$ cat config.mk
export PLATFORM = sky130hd
export DESIGN_NAME = cp0_exception_entry
export DESIGN_NICKNAME = d
export VERILOG_FILES = /design/src/rtl/cp0_exception_entry.sv
export SDC_FILE = /design/constraint.sdc
export NUM_CORES = 1
export LEC_CHECK = 0
export ABC_AREA = 1
export CORE_MARGIN = 5
export CORE_UTILIZATION = 35
export DETAILED_ROUTE_END_ITERATION = 10
export PLACE_DENSITY = 0.7
export SYNTH_ARGS = -nofsm -noshare
export SYNTH_HDL_FRONTEND = slang
export SYNTH_SLANG_ARGS = --single-unit
$ cat constraint.sdc
create_clock -name clk -period 6.9 [get_ports clk]
set_input_delay 1.38 -clock clk [delete_from_list [all_inputs] [get_ports clk]]
set_output_delay 1.38 -clock clk [all_outputs]
set_load 0.005 [all_outputs]
$ cat src/rtl/cp0_exception_entry.sv
// cp0_exception_entry: exception-entry sequencer that turns an execute-stage
//   exception request, or an interrupt seen at an instruction boundary, into
//   one atomic CP0 update followed by a redirect of fetch to the vector.
// Latency: acceptance cycle -> cp0_we strobe next cycle -> redirect_valid the
//   cycle after (3-cycle minimum entry including acceptance).
// Backpressure: req_ready is high only in IDLE; redirect_valid holds with a
//   stable redirect_pc until redirect_ready.
//
// Optional feature macro: CP0_TIMER_IRQ_EN (Count/Compare timer feeding IP7).
//
// Ports:
//   clk, reset                 clock, asynchronous active-high reset
//   req_*                      synchronous exception request (valid/ready)
//   boundary_*                 instruction-boundary strobe used for interrupts
//   status_*, cause_ip         current CP0 Status/Cause state
//   cp0_*                      one-cycle CP0 commit (qualified by cp0_we)
//   redirect_*                 exception vector to fetch (valid/ready)
//   irq_pending                combinational interrupt-pending flag
//   count_we/count_wdata/compare_we/compare_wdata/count  (CP0_TIMER_IRQ_EN only)

module cp0_exception_entry (
  input  logic        clk,
  input  logic        reset,
  input  logic        req_valid,
  output logic        req_ready,
  input  logic [4:0]  req_code,
  input  logic [31:0] req_pc,
  input  logic        req_delayed,
  input  logic        req_has_badvaddr,
  input  logic [31:0] req_badvaddr,
  input  logic        boundary_valid,
  input  logic [31:0] boundary_pc,
  input  logic        boundary_delayed,
  input  logic        status_ie,
  input  logic        status_exl,
  input  logic        status_erl,
  input  logic        status_bev,
  input  logic [7:0]  status_im,
  input  logic [7:0]  cause_ip,
  output logic        cp0_we,
  output logic        cp0_epc_we,
  output logic [31:0] cp0_epc,
  output logic        cp0_bd,
  output logic [4:0]  cp0_exccode,
  output logic        cp0_badvaddr_we,
  output logic [31:0] cp0_badvaddr,
  output logic        cp0_set_exl,
  output logic        redirect_valid,
  output logic [31:0] redirect_pc,
  input  logic        redirect_ready,
  output logic        irq_pending
`ifdef CP0_TIMER_IRQ_EN
  ,
  input  logic        count_we,
  input  logic [31:0] count_wdata,
  input  logic        compare_we,
  input  logic [31:0] compare_wdata,
  output logic [31:0] count
`endif
);

  localparam logic [1:0] ST_IDLE     = 2'd0;
  localparam logic [1:0] ST_COMMIT   = 2'd1;
  localparam logic [1:0] ST_REDIRECT = 2'd2;

  localparam logic [31:0] VEC_BEV   = 32'hBFC0_0380;
  localparam logic [31:0] VEC_NORML = 32'h8000_0180;

  logic [1:0]  state;

  // Entry context captured at acceptance; Status bits are snapshotted so a
  // CP0 write landing mid-entry cannot change the EPC decision or vector.
  logic [4:0]  lat_code;
  logic [31:0] lat_pc;
  logic        lat_delayed;
  logic        lat_has_badvaddr;
  logic [31:0] lat_badvaddr;
  logic        lat_exl;
  logic        lat_bev;

  logic [7:0]  ip_eff;
  logic        irq_raw;
  logic        take_irq;

`ifdef CP0_TIMER_IRQ_EN
  logic        cnt_toggle;
  logic [31:0] compare_reg;
  logic        timer_flag;
  logic [31:0] count_inc;

  assign count_inc = count + 32'd1;

  // Count advances on every second edge. The sticky flag is raised when the
  // value being written by an increment equals Compare.
  always_ff @(posedge clk or posedge reset) begin
    if (reset) begin
      count       <= 32'd0;
      cnt_toggle  <= 1'b0;
      compare_reg <= 32'd0;
      timer_flag  <= 1'b0;
    end else begin
      if (count_we) begin
        count      <= count_wdata;
        cnt_toggle <= 1'b0;
      end else begin
        cnt_toggle <= ~cnt_toggle;
        if (cnt_toggle) begin
          count <= count_inc;
        end
      end

      if (compare_we) begin
        compare_reg <= compare_wdata;
        timer_flag  <= 1'b0;
      end else if (!count_we && cnt_toggle && (count_inc == compare_reg)) begin
        timer_flag <= 1'b1;
      end
    end
  end

  assign ip_eff = cause_ip | {timer_flag, 7'b0};
`else
  assign ip_eff = cause_ip;
`endif

  assign irq_raw     = status_ie & ~status_exl & ~status_erl & (|(ip_eff & status_im));
  // Masked during reset so every output reads 0 while reset is held.
  assign irq_pending = irq_raw & ~reset;

  // An interrupt at a boundary wins over a same-cycle request; the request
  // stays unaccepted and is flushed by the pipeline on redirect.
  assign take_irq  = (state == ST_IDLE) & boundary_valid & irq_raw;
  assign req_ready = (state == ST_IDLE) & ~take_irq & ~reset;

  always_ff @(posedge clk or posedge reset) begin
    if (reset) begin
      state            <= ST_IDLE;
      lat_code         <= 5'd0;
      lat_pc           <= 32'd0;
      lat_delayed      <= 1'b0;
      lat_has_badvaddr <= 1'b0;
      lat_badvaddr     <= 32'd0;
      lat_exl          <= 1'b0;
      lat_bev          <= 1'b0;
    end else begin
      case (state)
        ST_IDLE: begin
          if (take_irq) begin
            lat_code         <= 5'd0;
            lat_pc           <= boundary_pc;
            lat_delayed      <= boundary_delayed;
            lat_has_badvaddr <= 1'b0;
            lat_badvaddr     <= 32'd0;
            lat_exl          <= status_exl;
            lat_bev          <= status_bev;
            state            <= ST_COMMIT;
          end else if (req_valid) begin
            lat_code         <= req_code;
            lat_pc           <= req_pc;
            lat_delayed      <= req_delayed;
            lat_has_badvaddr <= req_has_badvaddr;
            lat_badvaddr     <= req_badvaddr;
            lat_exl          <= status_exl;
            lat_bev          <= status_bev;
            state            <= ST_COMMIT;
          end
        end
        ST_COMMIT: begin
          state <= ST_REDIRECT;
        end
        ST_REDIRECT: begin
          if (redirect_ready) begin
            state <= ST_IDLE;
          end
        end
        default: begin
          state <= ST_IDLE;
        end
      endcase
    end
  end

  // All outputs decode from state, which resets asynchronously to IDLE, so a
  // reset mid-entry suppresses any further CP0 write in the same cycle.
  always_comb begin
    cp0_we          = 1'b0;
    cp0_epc_we      = 1'b0;
    cp0_epc         = 32'd0;
    cp0_bd          = 1'b0;
    cp0_exccode     = 5'd0;
    cp0_badvaddr_we = 1'b0;
    cp0_badvaddr    = 32'd0;
    cp0_set_exl     = 1'b0;
    redirect_valid  = 1'b0;
    redirect_pc     = 32'd0;
    if (state == ST_COMMIT) begin
      cp0_we          = 1'b1;
      cp0_set_exl     = 1'b1;
      cp0_exccode     = lat_code;
      // A nested entry (EXL already set) must preserve the original EPC/BD.
      cp0_epc_we      = ~lat_exl;
      cp0_epc         = lat_delayed ? (lat_pc - 32'd4) : lat_pc;
      cp0_bd          = lat_delayed;
      cp0_badvaddr_we = lat_has_badvaddr;
      cp0_badvaddr    = lat_badvaddr;
    end else if (state == ST_REDIRECT) begin
      redirect_valid = 1'b1;
      redirect_pc    = lat_bev ? VEC_BEV : VEC_NORML;
    end
  end

endmodule
[Word-level counts from Yosys, hierarchy flattened]
Index checks and enable logic that the tools add are counted.
Word-level totals
  register bits after elaboration: 75
  input bits: 129
  output and inout port bits: 109
  word-level logic and storage cells: 63
Operators by class
  add/subtract/negate cells: 1
  equality and inequality tests: 4
  muxes and demuxes: 31
  bitwise logic cells: 14
  reduce and logical (&&, ||, !) cells: 5
Operators by type and width (number)
  $mux W32: 9
  $sub A32 B3 Y32 const B: 1
  $mux W30: 1
  $mux W5: 3
  $mux W1: 14
  $and A1 B1 Y1: 8
  $and A8 B8 Y8: 1
  $reduce_or A8 Y1: 1
  $mux W2: 3
  $pmux W2 S3: 1
  $not A1 Y1: 5
  $reduce_and A2 Y1: 2
  $ne A3 B3 Y1 const B: 1
  $eq A2 B1 Y1 const B: 1
  $eq A2 B2 Y1 const B: 1
  $logic_not A2 Y1: 1
  $ne A2 B2 Y1 const B: 1
  $reduce_bool A2 Y1: 1

[Depth between registers and ports, before layout]
Gate-level depths: netlist (run 1).
  depth in word-level cells: 8
  depth in mapped cells: 12
  gate-level depth less buffers: 12

[Worst setup path after synthesis (run 1)]
Ideal clock, no wire load.
  path kind: input port to output port
  start point: input port reset
  end point: output port req_ready
  data arrival time: 3.220 ns
  required time: 5.520 ns
  setup slack: 2.300 ns
  cell stages on the path: 3
  cells stage by stage: inv_1 -> nand3_1 -> inv_1
On the way
  longest elaborated chain between the ends: 2
RTL lines
  start, declared: RTL line 23  | input logic reset,
  $not A1 Y1: RTL line 133  | assign req_ready = (state == ST_IDLE) & ~take_irq & ~reset;
  $and A1 B1 Y1: RTL line 133
  end, declared: RTL line 25  | output logic req_ready,
No other way between the ends.

[Worst setup path in the final report (run 1)]
  start point: input port status_exl
  end point: output port req_ready
On the way
  longest elaborated chain between the ends: 8
RTL lines
  start, declared: RTL line 35  | input logic status_exl,
  $not A1 Y1: RTL line 126  | assign irq_raw = status_ie & ~status_exl & ~status_erl & (|(ip_eff & status_im));
  $and A1 B1 Y1 (3 in a row): RTL line 126
  $and A1 B1 Y1: RTL line 132  | assign take_irq = (state == ST_IDLE) & boundary_valid & irq_raw;
  $not A1 Y1: RTL line 133
  $and A1 B1 Y1 (2 in a row): RTL line 133
No other way between the ends.

==> results.json, run 1 <==
{
  "status": "complete, no violations",
  "die_height_microns": 129.3,
  "finalMaxSlewViolations": 0,
  "r2r_setup_slack_ns": 3.72,
  "period_share_pct": 74.74,
  "yosysWarnings": 0,
  "gp_congestion": 0.8914,
  "worstReg2RegStart": "state[1]$_DFFE_PP0P_",
  "start_util_pct": 35.75,
  "worst_slack_ns": 1.743,
  "drt.antenna.violating_nets": 0,
  "finalPower_mw": 2.481,
  "synth_xor_area_share_pct": 0.3516,
  "synth_top_family_by_area": "simple AND/OR/NAND/NOR gates",
  "synth.cell_area_sq_mm": 0.004982,
  "grt_use_total_pct": 19.80,
  "critPathRequiredTime_ns": 5.52,
  "synth_compound_area_share_pct": 10.07,
  "cts_tree": "yes",
  "clock_sinks": 75,
  "grt_max_degree": 76,
  "hold_path.startpoint": "lat_exl$_DFFE_PP0P_",
  "ys_top_cells_by_area": "dfrtp_1, nand2_1, nor2_1, inv_1, nand4_1",
  "nNetsFinal": 1088,
  "areaGrowthSynthToFinish_pct": 47.94,
  "die-area_sq_mm": 0.01672,
  "core_area_sq_mm": 0.01393,
  "dr_total_vias": 5485,
  "synth_simple_gate_area_share_pct": 36.21,
  "first_global_vias": 5181,
  "drc_errors": 0,
  "synth_most_common_cell": "nand2_1",
  "cp-end-kind": "output port",
  "synth_edf_count": 0,
  "post-dp-hpwl_microns": 12210,
  "io_buffers": 217,
  "dp.cells": 1127,
  "die_w_microns": 129.3,
  "grt_pass1_wl_microns": 26280,
  "cpMostUsedCell": "clkdlybuf4s50_1",
  "cap_violations": 0,
  "cts_buffers": 9,
  "async_reset_ff_share_pct": 100.0,
  "root_buffer": "clkbuf_16",
  "max_slew_margin_pct": 19.57,
  "clockBufferDepth": 2,
  "critical_path_class": "in -> out",
  "antennaDiodeCount": 0,
  "worstPathArrival_ns": 3.78,
  "finalSetupTns_ns": 0,
  "fmax_ghz": 0.1939,
  "grt_setup_unrepaired": "false",
  "synth_top_area_share_pct": 37.67,
  "avgSynthCellArea_sq_um": 6.454,
  "finalCriticalPeriod_ns": 5.157,
  "critPathLaunchType": "primary input",
  "leakage_nw": 3.547,
  "drt_first_pass_iters": 5,
  "synth_common_cells": "nand2_1, nor2_1, inv_1",
  "crit_slowest_cell": "nand3_4",
  "vias_per_cell": 4.799,
  "tightest_slew_ns": 1.205,
  "drt-wirelength-per-cell_microns": 14.79,
  "ioPinCount": 238,
  "htree_levels": 3,
  "seq_area_frac_synth_pct": 37.67,
  "syn_inst": 772,
  "wl_microns": 16900,
  "path_max_fanout": 64,
  "finClkSkew_ns": 0.007137,
  "hold_path_class": "reg -> reg",
  "synth_area_leader_cell": "dfrtp_1",
  "rows": 43,
  "ys.flop_type": "dfrtp_1",
  "post_cts_buffers": 0,
  "fillCellCount": 1415,
  "ys_types": 28,
  "synth-adder-area-share_pct": 0.2511,
  "synth_mux_area_share_pct": 0,
  "worstPathCellList": "clkdlybuf4s50_1 > nor3b_4 > buf_4 > nand3_4 > nand3_1 > inv_1 > clkdlybuf4s50_1",
  "finalHoldViolCount": 0,
  "cts_hold_buf": 0,
  "power.density_mw_per_mm2": 336.6,
  "ir_drop_mv": 0.1378,
  "setup_viol": 0,
  "startpoint": "status_exl",
  "path_clk_slew_ns": 0.06,
  "fin_cells": 1143,
  "ys_seq_elements": 75,
  "antenna_found_initial": 0,
  "worstSkewPairLatency_ns": 0.35,
  "drt_iter0_drc": 353,
  "ctsResizeCount": 0,
  "layout-drive-gt1-share_pct": 3.219,
  "grt-ovfl-total": 0,
  "pre_cts_slack_ns": 1.737,
  "critical_path.max_stage_delay_ns": 0.61
}
## logic make-up after synthesis
kind of cell / Yosys count
AO/OA/AOI/OAI: 99
XOR/XNOR: 2
adder cells (fa/ha/maj): 1
buffers and inverters: 164
flip-flops: 75
other: 1
AND/OR/NAND/NOR: 430
## placed cells by master, fill, tap and decap left out, types with 3 or more instances in the layout
| master | n |
|---|---|
| nand2_1 | 242 |
| clkdlybuf4s50_1 | 217 |
| nor2_1 | 116 |
| inv_1 | 92 |
| dfrtp_1 | 75 |
| o21ai_0 | 48 |
| a21oi_1 | 48 |
| nand4_1 | 47 |
| conb_1 | 20 |
| nand3_1 | 12 |
| clkbuf_16 | 9 |
| buf_4 | 7 |
| nor3_1 | 5 |
| clkinv_2 | 3 |
## routing by layer
layer	share of wire (%)	up-vias	global-route usage, %
li1	-	2739	-
met1	43	2512	25.47
met2	47	200	32.99
met3	6.3	34	3.545
met4	2.9	0	8.030
met5	0	-	0
## area by class of cell
class                      count  area [sq um]  area share (%)
multi-input combinational    552          2411           32.71
timing repair buffer         224          2225           30.18
sequential                    75          1877           25.46
inverter                      96         361.6           4.906
clock buffer                  10         229.0           3.106
tap                          180         225.2           3.056
clock inverter                 6         42.54          0.5772
## flip-flops by register name (all words and copies together) (netlist names)
register	flops
lat_badvaddr	32
lat_pc	32
lat_code	5
state	2
lat_bev	1
lat_delayed	1
lat_exl	1
lat_has_badvaddr	1
## power breakdown
part | total (mW) | switching, mW | internal [mW]
registers | 0.806 | 0.155 | 0.651
logic | 1.24 | 0.686 | 0.557
clock network | 0.433 | 0.189 | 0.243
## critical path: cells and delay by family
family / cells / cell delay (ns)
buffers and inverters: 4 / 1.34
and+or+nand+nor: 3 / 1.04
## path summary, 6_finish.rpt
check | to | cells after the start
worst max-delay path | req_ready | 7
worst min-delay path | lat_exl$_DFFE_PP0P_ | 2
worst max register to register | lat_badvaddr[11]$_DFFE_PP0P_ | 9
worst min register to register | lat_exl$_DFFE_PP0P_ | 2
max in group asynchronous | lat_badvaddr[11]$_DFFE_PP0P_ | 3
min in group asynchronous | state[0]$_DFFE_PP0P_ | 3
## metrics by stage
step | hold WS [ns] | area, sq um | utilization [%]
after floorplan | 0.4426 | 5054 | -
after global placement | 0.4556 | 7099 | 50.95
after detailed placement | 0.4649 | 7099 | 50.95
after CTS | 0.4797 | 7371 | 52.90
after global routing | 0.4977 | 7371 | 52.90
final | 0.4785 | 7371 | 52.90
Power figures use the tool's default switching activity.
==> run 2, diff against run 1 <==
- PLACE_DENSITY: 0.7 -> 0.73
- clock period: 6.9 -> 4.5 ns (I/O delays scaled with it)
==> run 2 against run 1 <==
  * Hold slack worse by 0.0022 ns
  * Routed wire length down 0.51%
  * Non-clock buffer count up 4
  * Total power up 58%
  * First-iteration DRC count down 9.6%
  * Critical path depth up 6
  * Global-route usage up 0.087 points
  * Sequential cell count unchanged
  * Clock skew down 0.0011 ns
  * Via count down 0.55%
==> results.json, run 2 (synthesis results as in run 1) <==
{
  "drt_iter0_drc": 319,
  "worst_slack_ns": 0.9054,
  "tightest_slew_ns": 0.9718,
  "die_w_microns": 129.3,
  "fmax_ghz": 0.2782,
  "cts_tree": "yes",
  "path_clk_slew_ns": 0.06,
  "first_global_vias": 5213,
  "critPathRequiredTime_ns": 3.60,
  "finalCriticalPeriod_ns": 3.595,
  "finalHoldViolCount": 0,
  "max_slew_margin_pct": 35.21,
  "htree_levels": 3,
  "drc_errors": 0,
  "grt_pass1_wl_microns": 26320,
  "grt_max_degree": 76,
  "cpMostUsedCell": "nand2_1",
  "crit_slowest_cell": "clkdlybuf4s50_1",
  "die_height_microns": 129.3,
  "utilization_pct": 53.55,
  "die-area_sq_mm": 0.01672,
  "hold_path_class": "reg -> reg",
  "finalMaxSlewViolations": 0,
  "drt.antenna.violating_nets": 0,
  "drt-wirelength-per-cell_microns": 14.67,
  "critical_path.max_stage_delay_ns": 0.50,
  "critPathLaunchType": "flop",
  "worstPathArrival_ns": 2.69,
  "status": "complete, no violations",
  "io_buffers": 217,
  "layout-drive-gt1-share_pct": 3.623,
  "areaGrowthSynthToFinish_pct": 49.77,
  "power.density_mw_per_mm2": 526.4,
  "final_common_cell": "nand2_1",
  "rows": 43,
  "final_cell_mix": "nand2_1, clkdlybuf4s50_1, nor2_1, inv_1, dfrtp_1",
  "worstPathCellList": "inv_1 > ha_1 > nand2_2 > inv_1 > nand2_1 > nor2_1 > nand2_1 > nor2_4 > nand2_1 > nand2_1 > inv_1 > nor2_1 > clkdlybuf4s50_1",
  "finalSetupTns_ns": 0,
  "period_share_pct": 79.88,
  "antennaDiodeCount": 0,
  "critical-path-top-delay-family": "simple AND/OR/NAND/NOR gates",
  "leakage_nw": 3.595,
  "worstSkewPairLatency_ns": 0.34,
  "clock_sinks": 75,
  "antenna_found_initial": 1,
  "dpl_cell_area_sq_mm": 0.007147,
  "wl_microns": 16810,
  "holdWs_ns": 0.4764,
  "post-dp-hpwl_microns": 12370,
  "grt_setup_unrepaired": "false",
  "final_area_sq_mm": 0.007462,
  "start_util_pct": 35.75,
  "root_buffer": "clkbuf_16",
  "clockBufferDepth": 2,
  "cp_num_buf_inv": 4,
  "drt_first_pass_iters": 4,
  "cap_violations": 0,
  "core_area_sq_mm": 0.01393,
  "dr_total_vias": 5455,
  "gp_congestion": 0.8584,
  "vias_per_cell": 4.760,
  "cp-end-kind": "output port",
  "grt_use_total_pct": 19.89,
  "critical_path_class": "reg -> out",
  "ctsResizeCount": 0,
  "path_max_fanout": 7,
  "setup_viol": 0,
  "finClkSkew_ns": 0.006011,
  "largest_registers": "lat_badvaddr x32, lat_pc x32, lat_code x5",
  "ioPinCount": 238,
  "cts_hold_buf": 0,
  "grt-ovfl-total": 0,
  "ir_drop_mv": 0.1892,
  "pre_cts_slack_ns": 1.015,
  "post_cts_buffers": 0,
  "cts_buffers": 9,
  "nNetsFinal": 1092
}
[run 2: final timing paths]
path,startpoint,endpoint,slack [ns],cells after the start
min reg2reg,lat_badvaddr[22]$_DFFE_PP0P_,lat_badvaddr[22]$_DFFE_PP0P_,0.48,2
max reg2reg,state[1]$_DFFE_PP0P_,lat_pc[7]$_DFFE_PP0P_,2.31,10
max in group asynchronous,reset,lat_pc[24]$_DFFE_PP0P_,2.57,3
max,lat_pc[2]$_DFFE_PP0P_,cp0_epc[20],0.91,13
min in group asynchronous,reset,lat_badvaddr[30]$_DFFE_PP0P_,1.31,3
min,lat_badvaddr[22]$_DFFE_PP0P_,lat_badvaddr[22]$_DFFE_PP0P_,0.48,2
[run 2: power breakdown]
group | internal [mW] | switching [mW] | total [mW]
combinational | 0.867 | 1.05 | 1.92
sequential | 0.998 | 0.236 | 1.23
clock | 0.484 | 0.293 | 0.777
[run 2: area by class of cell]
type / count / area, sq um
fill: 1413 / 6472
multi-input combinational: 552 / 2416
timing repair buffer: 228 / 2267
sequential: 75 / 1877
inverter: 96 / 361.6
clock buffer: 9 / 225.2
tap: 180 / 225.2
clock inverter: 6 / 90.09
[run 2: per-layer routing]
| layer | up-vias | track usage, % | routed length (microns) |
|---|---|---|---|
| li1 | 2750 | - | - |
| met1 | 2501 | 25.24 | 7123 |
| met2 | 182 | 34.02 | 8167 |
| met3 | 20 | 3.957 | 1217 |
| met4 | 2 | 6.485 | 298 |
| met5 | - | 0 | 7 |
[run 2: worst min-delay path: stages, from the launching register on]
cell and delay (ns):
dfrtp_1 0.34, nand2_1 0.05, nand2_1 0.05
[run 2: per-stage QoR]
step           cells  total power [mW]
2_1_floorplan    791             2.327
3_3_place_gp    1131             3.132
3_5_place_dp    1131             3.174
4_1_cts         1146             3.971
5_1_grt         1146             4.280
6_report        1146             3.928
